`src/rtl/gray_pkg.sv`:
```
// Shared constants and Gray-code helpers for the gray_counter slice.
// Functions work on a 32-bit container; narrower callers zero-extend
// their operand and truncate the result back to their own width.
package gray_pkg;

    localparam int GRAY_DEFAULT_WIDTH = 4;
    localparam int GRAY_MIN_WIDTH     = 2;
    localparam int GRAY_MAX_WIDTH     = 32;

    // Reflected binary code: each bit is the XOR of itself and its upper neighbour.
    // Zero upper bits in the container leave the narrow result unchanged.
    function automatic logic [GRAY_MAX_WIDTH-1:0] bin2gray(input logic [GRAY_MAX_WIDTH-1:0] x);
        return x ^ (x >> 1);
    endfunction

    // Inverse mapping: running XOR from the MSB down to each bit position.
    function automatic logic [GRAY_MAX_WIDTH-1:0] gray2bin(input logic [GRAY_MAX_WIDTH-1:0] x);
        logic [GRAY_MAX_WIDTH-1:0] r;
        r[GRAY_MAX_WIDTH-1] = x[GRAY_MAX_WIDTH-1];
        for (int i = GRAY_MAX_WIDTH - 2; i >= 0; i--) begin
            r[i] = r[i+1] ^ x[i];
        end
        return r;
    endfunction

endpackage

```
`src/rtl/bin_to_gray.sv`:
```
// Purely combinational binary-to-Gray converter.
module bin_to_gray
    import gray_pkg::*;
#(
    parameter int WIDTH = GRAY_DEFAULT_WIDTH
) (
    input  logic [WIDTH-1:0] bin,
    output logic [WIDTH-1:0] gray
);

    // Widen into the package container, convert, and narrow back.
    always_comb begin
        gray = WIDTH'(bin2gray(GRAY_MAX_WIDTH'(bin)));
    end

endmodule

```
`src/rtl/gray_counter.sv`:
```
// Free-running Gray-code counter. A binary register carries the count;
// the Gray output is registered from the converted next-state value so
// g is flop-driven and changes exactly one bit per clock.
module gray_counter
    import gray_pkg::*;
#(
    parameter int WIDTH = GRAY_DEFAULT_WIDTH
) (
    input  logic             clk,
    input  logic             rst,
    output logic [WIDTH-1:0] g
);

    // Reject widths the Gray helpers cannot represent.
    if (WIDTH < GRAY_MIN_WIDTH || WIDTH > GRAY_MAX_WIDTH) begin : g_width_check
        $error("gray_counter: WIDTH must lie in 2..32");
    end

    logic [WIDTH-1:0] b;
    logic [WIDTH-1:0] b_nxt;
    logic [WIDTH-1:0] g_nxt;

    // Incrementer wraps naturally modulo 2^WIDTH.
    always_comb begin
        b_nxt = b + WIDTH'(1);
    end

    bin_to_gray #(
        .WIDTH (WIDTH)
    ) u_bin_to_gray (
        .bin  (b_nxt),
        .gray (g_nxt)
    );

    // Binary count and Gray output advance together; reset clears both immediately.
    always_ff @(posedge clk or posedge rst) begin
        if (rst) begin
            b <= '0;
            g <= '0;
        end else begin
            b <= b_nxt;
            g <= g_nxt;
        end
    end

`ifndef SYNTHESIS
    // Debug check that the output register never drifts from the binary count.
    always @(posedge clk) begin
        if (!rst) begin
            assert (gray2bin(GRAY_MAX_WIDTH'(g)) == GRAY_MAX_WIDTH'(b));
        end
    end
`endif

endmodule

```
`config.mk`:
```
export PLATFORM = sky130hd
export DESIGN_NAME = gray_counter
export DESIGN_NICKNAME = d
export VERILOG_FILES = /design/src/rtl/gray_pkg.sv /design/src/rtl/bin_to_gray.sv /design/src/rtl/gray_counter.sv
export SDC_FILE = /design/constraint.sdc
export NUM_CORES = 1
export LEC_CHECK = 0
export ABC_AREA = 1
export ABC_CLOCK_PERIOD_IN_PS = 3100
export BUFFER_PORTS_ARGS = -buffer_cell sky130_fd_sc_hd__buf_2
export CELL_PAD_IN_SITES_DETAIL_PLACEMENT = 1
export CELL_PAD_IN_SITES_GLOBAL_PLACEMENT = 2
export CORE_AREA = 2 2 39 41
export DETAILED_ROUTE_END_ITERATION = 10
export DIE_AREA = 0 0 41 43
export PLACE_DENSITY = 0.63
export REMOVE_ABC_BUFFERS = 1
export SLEW_MARGIN = 40
export SYNTH_ARGS = -nofsm -noshare
export SYNTH_HDL_FRONTEND = slang
export SYNTH_SLANG_ARGS = --single-unit
```
`constraint.sdc`:
```
create_clock -name clk -period 3.1 [get_ports clk]
set_input_delay 0.465 -clock clk [delete_from_list [all_inputs] [get_ports clk]]
set_output_delay 0.465 -clock clk [all_outputs]
set_load 0.02 [all_outputs]
```
==> summary.md, run 1 <==
| Metric | Value |
|---|---|
| Outcome | complete, no violations |
| Critical R2R Launch | b[0]$_DFF_PP0_ |
| FMAX | between 700 and 800 MHz |
| Yosys warns | 0 |
| Met1 Usage GRT | 8.31% |
| Core ar. | 1380 sq um |
| Clock power frac | 46.0% |
| Die height | 43 microns |
| R2r endpoint | g[1]$_DFF_PP0_ |
| Clock-pin slew on the worst setup and hold paths | 0.05 ns |
| RSZ-0062 raised after global routing | false |
| CP delay by family, top | flip-flops |
| CP peak stage delay | about 0.40 ns |
| Root Driver | clkbuf_4 |
| Via count | around 220 |
| FILL cells | approximately 160 |
| Met3 usage | roughly 3.1% |
| Post-DP HPWL | about 470 microns |
| GR peak layer | met2 |
| Final nets | 43 |
| DR vias/cell | 3.91 |
| Combinational power share | under 10% |
| Vias in the first global route | ~280 |
| Site row count | 14 |
| Pint | 0.141 mW |
| Placer Congestion | 0.719 |
| Largest net degree at the start of global routing | 8 |
| M2 GR Usage | between 15 and 20% |
| Overall die area | between 1500 and 2000 sq um |
| Slowest-stage cell, CP | dfrtp_1 |
| Reg power frac | 52.7% |
| Setup_tns | 0 ns |
| Synthesized cell area | 302 sq um |
| # hold bufs at CTS | 0 |
| IO Port Bufs | 5 |
| H-Tree Level Count | 1 |
| Starting Density | roughly 22% |
| Drt drc | 0 |
| Crit path cell chain | buf_2 |
| CTS tree | built |
| Die width | 41 microns |
| Hold Path Class | input pin to async pin |
| Util after Layout | a little over a quarter |
| Synthesis-stage register bit count | 7 |
| Clk Latency, worst-skew pair | around 0.24 ns |
| Worst Tran Pin Value | between 0.2 and 0.3 ns |
| Synth unique cells | 10 |
| Critical path arrival | 0.81 ns |
| Crit path buffers/inverters | 1 |
| Layout cell share with drive strength beyond 1 | between 20% and 30% |
| Setup repair bufs after CTS | 0 |
| Final Hold Viols | 0 |
| Clock skew | 0.00243 ns |
| Power per cell area | 476 nW/um^2 |
| Initial antenna violation count | 0 |
| Reg2Reg Setup Slack | 1.93 ns |
| Pleak | about 0.20 nW |
| CP Capture Type | primary output |
| PostCTS Resize Cnt | 0 |
| CTS Buffer Depth | 2 |
| Max-cap violations | 0 |
| Most common cell after layout, fill and taps aside | nand2_1 |
| Grt total ovfl | 0 |
| Synthesized area per cell | 9.73 sq um |
| Final WL | 545 microns |
| Setup-failing EPs final | 0 |
| Cells after synthesis | 31 |
| GR Util All Layers | a little under a tenth |
| Crit Path Category | register to primary output |
| Switching power | around 0.033 mW |
| Slew HR | approximately 83% |
| I/O pin cnt | 6 |
| Post-DR wirelength/cell | a little under 10 microns |
| Diode count | 0 |
| Startpoint Class | register |
| Synth-to-layout area growth | 21.2% |
| Crit path time final | around 1.3 ns |
| Tcrit/Tclk final | 41.2% |
| WP data required | roughly 2.6 ns |
| CTS buffer count | 3 |
| Commonest cells after routing, fill and taps aside | nand2_1 (8), dfrtp_1 (7), inv_1 (5), buf_2 (5) |
| Post-DRT Antenna Nets | 0 |
| R2R depth | 5 |
| Register area share after synthesis | 58.1% |
| Crit path max fanout | 4 |
| # clock sinks | 7 |
| First-pass GRT wire length | just over 1000 microns |
| Initial drt markers | 2 |
| 1st-pass router iterations | 2 |
| Final Max Slew Viols | 0 |
| Peak supply drop | between 0.00015 and 0.0002 V |
| Net Sw Frac | around a fifth |
[final cells by class]
cell class                 instances  area (sq um)  area share [%]
sequential                         7           175            47.9
multi-input combinational         18           100            27.4
clock buffer                       4          26.3            7.19
tap                               16          20.0            5.48
inverter                           5          18.8            5.14
timing repair buffer               5          25.0            6.85
[power groups by stage]
stage,sequential [mW],combinational [mW],clock [mW]
5_1_grt,0.0914,0.00278,0.0905
3_3_place_gp,0.0930,0.00234,0
2_1_floorplan,0.0930,0.00144,0
4_1_cts,0.0915,0.00255,0.0848
3_5_place_dp,0.0930,0.00254,0
6_report,0.0915,0.00229,0.0799
[metal layers]
layer	wire (microns)	vias to the layer above	share of wire, %
met4	0	0	0
met3	20	0	3.7
li1	-	111	-
met2	311	3	57
met5	0	-	0
met1	213	101	39
[sequential cells by signal (all words and copies together), names as in the netlist]
signal,count
b,4
g,3
[kinds of logic (layout without fill, tap and decap cells)]
kind of cell | count (synthesis) | count (layout) | synth area share, %
XOR/XNOR | 2 | 2 | 5.81
flip-flops | 7 | 7 | 58.1
adder cells (fa/ha/maj) | 1 | 1 | 4.15
buffers and inverters | 6 | 14 | 8.72
AND/OR/NAND/NOR | 15 | 15 | 23.2
[worst max-delay path by stage]
stage,from,end,slack (ns),cells past startpoint
final,b[3]$_DFF_PP0_,g[3],1.82,1
after global routing,b[3]$_DFF_PP0_,g[3],1.78,1
after CTS,b[3]$_DFF_PP0_,g[3],1.80,1
after detailed placement,b[0]$_DFF_PP0_,g[2]$_DFF_PP0_,1.90,6
after floorplan,b[0]$_DFF_PP0_,g[1]$_DFF_PP0_,2.04,5
after global placement,b[0]$_DFF_PP0_,g[1]$_DFF_PP0_,1.96,5
[cell usage after synthesis]
cell type / n / share of area [%]
nand2_1: 8 / 10
buf_4: 1 / 2.5
inv_1: 5 / 6.2
dfrtp_1: 7 / 58
xor2_1: 1 / 2.9
nand2_2: 2 / 4.1
ha_1: 1 / 4.1
nand4_1: 2 / 4.1
nand3_1: 3 / 5.0
xnor2_1: 1 / 2.9
[metrics by stage]
step | total power [mW] | hold WS (ns) | setup WS, ns | instance area (sq um) | cells
finish | 0.174 | 0.135 | 1.82 | 365 | 55
global route | 0.185 | 0.148 | 1.78 | 365 | 55
CTS | 0.179 | 0.138 | 1.80 | 365 | 55
detailed placement | 0.0956 | 0.409 | 1.90 | 339 | 51
global placement | 0.0954 | 0.395 | 1.96 | 339 | 51
floorplan | 0.0945 | 0.268 | 2.04 | 294 | 30
No activity file was read; power rests on OpenSTA's default activity.
==> inputs of run 2 (changes only) <==
Settings changed: ABC_AREA 1 to 0, ABC_CLOCK_PERIOD_IN_PS 3100 to 1200, PLACE_DENSITY 0.63 to 0.55.
Clock period 3.1 ns to 1.2 ns, I/O delays scaled along.
==> run 2 against run 1 <==
Net effect:
- largest power group unchanged
- largest cell class unchanged
- final area decreased by 3.4%
- setup slack got worse by 1.7 ns
- critical path depth increased by 2
- non-clock buffer count increased by 2
- utilization decreased by 0.90 points
- synthesized area decreased by 10%
==> summary.md, run 2 <==
| Metric | Value |
|---|---|
| Outcome | complete, no violations |
| Slowest-stage cell, CP | dfrtp_1 |
| I/O pin cnt | 6 |
| Die height | around 43 microns |
| CTS Buffer Depth | 2 |
| Root Driver | clkbuf_4 |
| Drt drc | 0 |
| First-pass GRT wire length | around 770 microns |
| Final Hold Viols | 0 |
| Layout cell share with drive strength beyond 1 | roughly a third |
| Initial antenna violation count | 0 |
| FFs w/ async S/R, synth | 100% |
| Synth-to-layout area growth | 30.0% |
| Setup_tns | 0 ns |
| IO Port Bufs | 5 |
| Yosys warns | 0 |
| Synthesis-stage register bit count | 7 |
| Pleak | around 0.18 nW |
| Synth cell count leaders | dfrtp_1 (7), xnor2_1 (4), inv_1 (2), xor2_1 (2) |
| Post-DR wirelength/cell | 9.84 microns |
| Max reg flops | 4 |
| Synthesized cell area | roughly 270 sq um |
| Initial drt markers | 3 |
| Vias in the first global route | roughly 210 |
| Setup repair bufs after CTS | 0 |
| Synth Flop Type | dfrtp_1 |
| EDFF count, synth | 0 |
| Critical path arrival | ~1.3 ns |
| Crit path cell chain | ha_1 -> xor2_1 -> xor2_1 |
| Site row count | 14 |
| Share of the synthesized area in the top cell type | ~65% |
| Final Max Slew Viols | 0 |
| Starting Density | a little under 20% |
| Util after Layout | 25.5% |
| Startpoint Class | register |
| Final nets | 33 |
| CTS tree | built |
| Crit path max fanout | 3 |
| H-Tree Level Count | 1 |
| CP delay by family, top | flip-flops |
| Regs by FF count | b (4), g (3) |
| Core ar. | around 1400 sq um |
| Crit path time final | 1.08 ns |
| RSZ-0062 raised after global routing | false |
| DR vias/cell | about 3.7 |
| # clock sinks | 7 |
| CP Capture Type | register |
| Hold Path Class | input pin to async pin |
| Final WL | ~440 microns |
| Grt total ovfl | 0 |
| Slew HR | between 80% and 90% |
| Crit path buffers/inverters | 0 |
| Overall die area | about 1800 sq um |
| Yosys top cell by area | dfrtp_1 |
| Setup-failing EPs final | 0 |
| Top reg by flops | b |
| Diode count | 0 |
| GR Util All Layers | 7.08% |
| CP peak stage delay | approximately 0.4 ns |
| Fin cells | between 40 and 50 |
| Synthesized area per cell | 14.3 sq um |
| Post-DRT Antenna Nets | 0 |
| FMAX | approximately 930 MHz |
| Worst Tran Pin Value | roughly 0.27 ns |
| Synth unique cells | 8 |
| Most common cell in the netlist | dfrtp_1 |
| Hold WS | approximately 0.4 ns |
| 1st-pass router iterations | 2 |
| Placer Congestion | ~0.73 |
| Tcrit/Tclk final | about nine tenths |
| Die width | slightly above 40 microns |
| Register area share after synthesis | 64.5% |
| Via count | roughly 170 |
| Peak supply drop | between 0.0003 and 0.0004 V |
| Power per cell area | about 1300 nW/um^2 |
| Max-cap violations | 0 |
| Cells after synthesis | 19 |
| Most Frequent Cell on Critical Path | xor2_1 |
| Largest net degree at the start of global routing | 8 |
| Crit Path Category | register to register |
| Clk Latency, worst-skew pair | 0.25 ns |
| Reg2Reg Setup Slack | between 0.1 and 0.15 ns |
| Clock-pin slew on the worst setup and hold paths | 0.05 ns |
| Dpl cells | 40 |
| Most common cell after layout, fill and taps aside | dfrtp_1 |
| Commonest cells after routing, fill and taps aside | dfrtp_1 (7), buf_2 (5), xnor2_1 (4) |
| WP data required | around 1.4 ns |
| Clock skew | ~0.0012 ns |
| Top cells by area, synth | dfrtp_1 (65%), xnor2_1 (13%), xor2_1 (6.5%) |
| CTS buffer count | 3 |
## run 2: changes by cell type in the layout (fill, tap and decap cells not counted), sizes merged
| cell | before | now |
|---|---|---|
| nand2 | 10 | 0 |
| nand3 | 3 | 1 |
| a21boi | 0 | 1 |
| inv | 5 | 2 |
| nand4 | 2 | 0 |
| xor2 | 1 | 2 |
| xnor2 | 1 | 4 |
| dlygate4sd3 | 0 | 1 |
| buf | 5 | 6 |
## run 2: worst register-to-register path, cell delays in order (launching register included)
cell and delay (ns):
dfrtp_1 0.40, ha_1 0.23, xor2_1 0.22, xor2_1 0.16
## run 2: cell type report
type / count / area (sq um)
inverters: 2 / 7.51
multi-input cells: 9 / 81.3
fillers: 163 / 1030
flip-flops and latches: 7 / 175
clock buffers: 4 / 26.3
well taps: 16 / 20.0
repair buffers: 7 / 42.5
## run 2: kinds of logic after synthesis
kind of cell	count (synthesis)	synth area share, %
fa+ha+maj	1	4.61
flops	7	64.5
xor+xnor	6	19.4
compound gates	1	4.15
buf+inv	3	5.53
simple gates	1	1.84
## run 2: what timing repair did
item / in CTS / in global routing
hold endpoints to repair: 7 / 0
gates resized for setup: 0 / 0
setup endpoints to repair: 0 / 0
hold buffers: 1 / 0
## run 2: final timing paths
check / startpoint / endpoint / cells past startpoint
max: b[1]$_DFF_PP0_ / g[1]$_DFF_PP0_ / 3
min: rst / g[0]$_DFF_PP0_ / 3
max reg2reg: b[1]$_DFF_PP0_ / g[1]$_DFF_PP0_ / 3
min reg2reg: b[3]$_DFF_PP0_ / b[3]$_DFF_PP0_ / 1
max in group asynchronous: rst / b[0]$_DFF_PP0_ / 3
min in group clk: b[3]$_DFF_PP0_ / b[3]$_DFF_PP0_ / 1
## run 2: stage by stage
| step | total power, mW | instance area [sq um] | setup slack, ns |
|---|---|---|---|
| 6_report | 0.458 | 353 | 0.120 |
| 5_1_grt | 0.485 | 353 | 0.0250 |
| 4_1_cts | 0.474 | 353 | 0.0982 |
| 3_5_place_dp | 0.247 | 317 | 0.114 |
| 3_3_place_gp | 0.247 | 317 | 0.146 |
| 2_1_floorplan | 0.244 | 264 | 0.122 |
## run 2: layer usage
layer	vias to the layer above	wire length, microns	track usage, %
li1	78	-	-
met1	81	184	6.91
met2	5	208	9.69
met3	2	41	3.14
met4	0	8	8.00
met5	-	0	0
## run 2: report_power, final
part | switching [mW] | internal (mW)
clock network | 0.0857 | 0.127
logic | 0.00525 | 0.00348
registers | 0 | 0.236
total | 0.0909 | 0.367
